--- src/rtl/axis_argmax.sv ---
// axis_argmax: AXI-stream argmax over one frame of NUM_CLASSES signed scores.
// Accepts NUM_CLASSES beats, then presents one result beat carrying the index
// of the largest score (lowest index on ties) and the score itself.
module axis_argmax #(
    parameter int WIDTH       = 32,
    parameter int NUM_CLASSES = 10,
    parameter int IDX_WIDTH   = 4
) (
    input  logic             clk,
    input  logic             rst,
    input  logic [WIDTH-1:0] s_data,
    input  logic             s_valid,
    output logic             s_ready,
    output logic [WIDTH-1:0] m_data,
    output logic [WIDTH-1:0] m_score,
    output logic             m_valid,
    input  logic             m_ready,
    output logic             busy
);

    typedef enum logic [1:0] {
        IDLE  = 2'd0,
        ACCUM = 2'd1,
        DONE  = 2'd2
    } state_t;

    // Counter value of the final beat of a frame; one extra counter bit keeps
    // NUM_CLASSES == 2**IDX_WIDTH from wrapping before the last beat.
    localparam logic [IDX_WIDTH:0] LAST_CNT = (IDX_WIDTH+1)'(NUM_CLASSES - 1);

    state_t                  state;
    state_t                  next_state;
    logic [IDX_WIDTH:0]      cnt;
    logic signed [WIDTH-1:0] max_score;
    logic [IDX_WIDTH-1:0]    idx;
    logic                    beat_xfer;
    logic                    result_xfer;

    // Strictly-greater signed compare: ties keep the earlier (lower) index.
    function automatic logic beats_max(input logic signed [WIDTH-1:0] cand,
                                       input logic signed [WIDTH-1:0] cur);
        return cand > cur;
    endfunction

    assign beat_xfer   = s_valid && s_ready;
    assign result_xfer = m_valid && m_ready;

    // State register.
    always_ff @(posedge clk) begin
        if (rst) begin
            state <= IDLE;
        end else begin
            state <= next_state;
        end
    end

    // Next-state logic: a frame ends on the beat whose counter equals LAST_CNT.
    always_comb begin
        next_state = state;
        case (state)
            IDLE: begin
                if (beat_xfer) begin
                    next_state = (NUM_CLASSES == 1) ? DONE : ACCUM;
                end
            end
            ACCUM: begin
                if (beat_xfer && (cnt == LAST_CNT)) begin
                    next_state = DONE;
                end
            end
            DONE: begin
                if (result_xfer) begin
                    next_state = IDLE;
                end
            end
            default: next_state = IDLE;
        endcase
    end

    // Output decode: the result registers drive the result beat directly, so
    // they stay stable for as long as DONE is held by backpressure.
    always_comb begin
        m_valid = (state == DONE);
        busy    = (state != IDLE);
        m_data  = WIDTH'(idx);
        m_score = max_score;
    end

    // s_ready is registered from the upcoming state, so it never depends
    // combinationally on s_valid and is low for the reset cycle itself.
    always_ff @(posedge clk) begin
        if (rst) begin
            s_ready <= 1'b0;
        end else begin
            s_ready <= (next_state != DONE);
        end
    end

    // Running maximum, its index, and the beat counter for the current frame.
    always_ff @(posedge clk) begin
        if (rst) begin
            cnt       <= '0;
            max_score <= '0;
            idx       <= '0;
        end else if (beat_xfer) begin
            if (state == IDLE) begin
                max_score <= $signed(s_data);
                idx       <= '0;
                cnt       <= (IDX_WIDTH+1)'(1);
            end else if (state == ACCUM) begin
                if (beats_max($signed(s_data), max_score)) begin
                    max_score <= $signed(s_data);
                    idx       <= cnt[IDX_WIDTH-1:0];
                end
                cnt <= cnt + (IDX_WIDTH+1)'(1);
            end
        end
    end

endmodule
--- config.mk ---
export PLATFORM = sky130hd
export DESIGN_NAME = axis_argmax
export DESIGN_NICKNAME = d
export VERILOG_FILES = /design/src/rtl/axis_argmax.sv
export SDC_FILE = /design/constraint.sdc
export NUM_CORES = 1
export LEC_CHECK = 0
export CAP_MARGIN = 20
export CORE_UTILIZATION = 30
export CTS_CLUSTER_DIAMETER = 60
export CTS_CLUSTER_SIZE = 14
export DETAILED_ROUTE_END_ITERATION = 8
export MAX_ROUTING_LAYER = met4
export PLACE_DENSITY = 0.6
export SYNTH_ARGS = -nofsm -noshare
export SYNTH_HDL_FRONTEND = slang
export SYNTH_SLANG_ARGS = --single-unit
--- constraint.sdc ---
create_clock -name clk -period 4.4 [get_ports clk]
set_clock_uncertainty 0.2 [all_clocks]
set_input_delay 0.66 -clock clk [delete_from_list [all_inputs] [get_ports clk]]
set_output_delay 0.66 -clock clk [all_outputs]
set_load 0.005 [all_outputs]
==> flow_summary.ini <==
[finish]
fin_util = 0.4003
finish.net_count = 482
finalNonFillerCells = 524
diodes = 0
fin_area_um2 = 3681
drive_gt1_frac = 0.04358
areaGrowthSynthToFinish_pct = 29.83

[clocking]
cts_tree = done
clkSlewWorstSetupHoldPaths_ns = 0.08
post_cts_resized = 0
clock_latency_ns = 0.30
hold_buffers = 0
cts-root-buf = clkbuf_8
cts_buffers = 5
numClockSinks = 44
cts_setup_buffers = 0
cts_buffer_depth = 2
h-tree-depth = 2

[synthesis]
synthFlopType = dfxtp_1
ys_seq_area_frac = 0.3107
syn-cell-area_um2 = 2835
synthCells = 340
synthAdderAreaFrac = 0.1500
yosysUniqueCellTypes = 35
ys_warn_count = 0
synth-xor-area-share = 0.009267
synth_compound_area_frac = 0.08032
synthMuxAreaShare = 0.1165
async_flop_share = 0
syn-mean-instance-area_um2 = 8.339
synth-edff-count = 0
ys_ff_latch = 44
synth_top_family_by_area = simple AND/OR/NAND/NOR gates
synth-simple-area-share = 0.1836

[timing]
period_share = 0.7420
worst_pin_slew_ns = 0.5256
min_period_ns = 3.265
setup_tns_ns = 0
drv_slew = 0
fmax_mhz = 306.3
finalSetupViolations = 0
worst_slack_ns = 1.135
rsz0062_at_grt = false
slew_headroom = 0.6488
hold_viol_final = 0

[placement]
dp_cells = 515
gp_congestion = 0.7271
hpwlAfterDp_mm = 4.883
pre_cts_ws_ns = 0.7999
numPortBuffers = 74
post_dp_cell_area_um2 = 3550

[detailed_routing]
wl_per_cell_um = 12.00
wirelength_mm = 6.288
vias = 2396
dr.pass1.iters = 4
drt_iter0_drc = 88
via_per_inst = 4.573
drc = 0
detail-route-antenna-nets = 0

[run_status]
status = completed

[worst_setup_path]
critPathRequiredTime_ns = 4.39
crit_path_end_kind = flip-flop
rr_worst_depth = 10
crit_type = in2reg
start_kind = input pin
cp.arrival_ns = 3.26
path_max_fanout = 17

[floorplan]
die_h_um = 99.22
rows = 35
die-area_um2 = 9844
initial_utilization = 0.3083
core_um2 = 9196
io_pins = 103
die_width_um = 99.22

[hold_path]
hold_path.class = reg2reg
worstHoldPathCells = 2

[flow_run]
cap_viol_max_count = 0

[grt]
grt_pass1_wl_mm = 10.26
grt_use_total = 0.1342
grt_max_degree = 72
grt_pass1_vias = 2201
antenna_found_initial = 0
grt.overflow.total = 0

[power_and_ir_drop]
power_density_nw_per_um2 = 281.7
peakVddDrop_mv = 0.1189
total_leakage_power_uw = 0.001613
-- through the flow --
stage | hold slack [ns] | power [µW]
after global placement | 0.2620 | 731.3
after floorplan | 0.2672 | 632.5
after CTS | 0.2846 | 1055
after global routing | 0.3011 | 1108
after detailed placement | 0.2706 | 735.0
final | 0.2799 | 1037
-- logic make-up after synthesis --
family,after synthesis
other cells,1
flops,44
simple gates,116
xor+xnor,3
fa+ha+maj,34
buf+inv,75
mux,33
compound gates,34
-- sequential cells by signal, summed over array words and instances, names as in the netlist --
| name | count |
|---|---|
| cnt | 5 |
| s_ready | 1 |
| m_score | 32 |
| state | 2 |
| idx | 4 |
-- Yosys cell counts, drive strengths merged, types with 2 or more instances --
cell type	count	share of area
nand3	5	0.0088
nand2	75	0.099
nand4	10	0.022
o211a	2	0.0071
a32o	3	0.011
nor2b	4	0.0088
a21oi	16	0.030
clkbuf	9	0.012
or2	3	0.0066
nor3	5	0.013
ha	34	0.15
xor2	3	0.0093
nor4	2	0.0044
buf	31	0.090
o21ai	4	0.0071
nor2	8	0.011
inv	35	0.046
o211ai	3	0.0079
dfxtp	44	0.31
mux2i	33	0.12
-- metal layers --
layer	part of all wire	track usage	vias up	wire length, µm
met2	0.47	0.2244	69	2975
met1	0.47	0.1657	1098	2955
li1	-	-	1223	-
met4	0.0092	0.03394	0	58
met5	0	-	-	0
met3	0.047	0.02670	6	298
-- path summary, 6_finish.rpt --
kind | startpoint | end | slack [ns]
max | s_data[31] | idx[1] | 1.14
min | m_score[11] | m_score[11] | 0.28
max reg2reg | m_score[30] | idx[1] | 1.56
min reg2reg | m_score[11] | m_score[11] | 0.28
-- worst max-delay path, stage by stage --
cell and delay (ns):
clkdlybuf4s50_1 0.44, ha_1 0.36, nand4_1 0.17, nor3_1 0.07, a221oi_1 0.26, o211ai_1 0.17, nor3b_1 0.50, nor3_4 0.09
buf_4 0.24, a32o_1 0.28
-- layout by cell type, fill, tap and decap left out, types with 2 or more instances in the layout --
cell / synthesis / final
a21oi_1: 15 / 15
a32o_1: 3 / 3
buf_4: 28 / 3
clkbuf_8: 0 / 5
clkdlybuf4s50_1: 0 / 74
conb_1: 1 / 28
dfxtp_1: 44 / 44
ha_1: 34 / 34
inv_1: 34 / 34
mux2i_1: 33 / 33
nand2_1: 75 / 75
nand3_1: 5 / 5
nand4_1: 10 / 10
nor2_1: 8 / 8
nor2b_1: 4 / 4
nor3_1: 4 / 4
nor4_1: 2 / 2
o211a_1: 2 / 2
o211ai_1: 3 / 3
o21ai_0: 4 / 4
or2_2: 3 / 3
xor2_1: 3 / 3
-- power by group --
part           internal [µW]  switching (µW)  leakage [µW]
clock network            168             143     0.0000541
logic                    148             129       0.00120
registers                426            22.0      0.000360
-- cell type report --
class	instances	area [µm²]
fillers	949	5515
inverters	35	131.4
multi-input cells	248	1635
clock buffers	5	68.82
flip-flops and latches	44	880.8
well taps	111	138.9
clock inverters	3	42.54
repair buffers	78	783.3
Power figures use the tool's default switching activity.
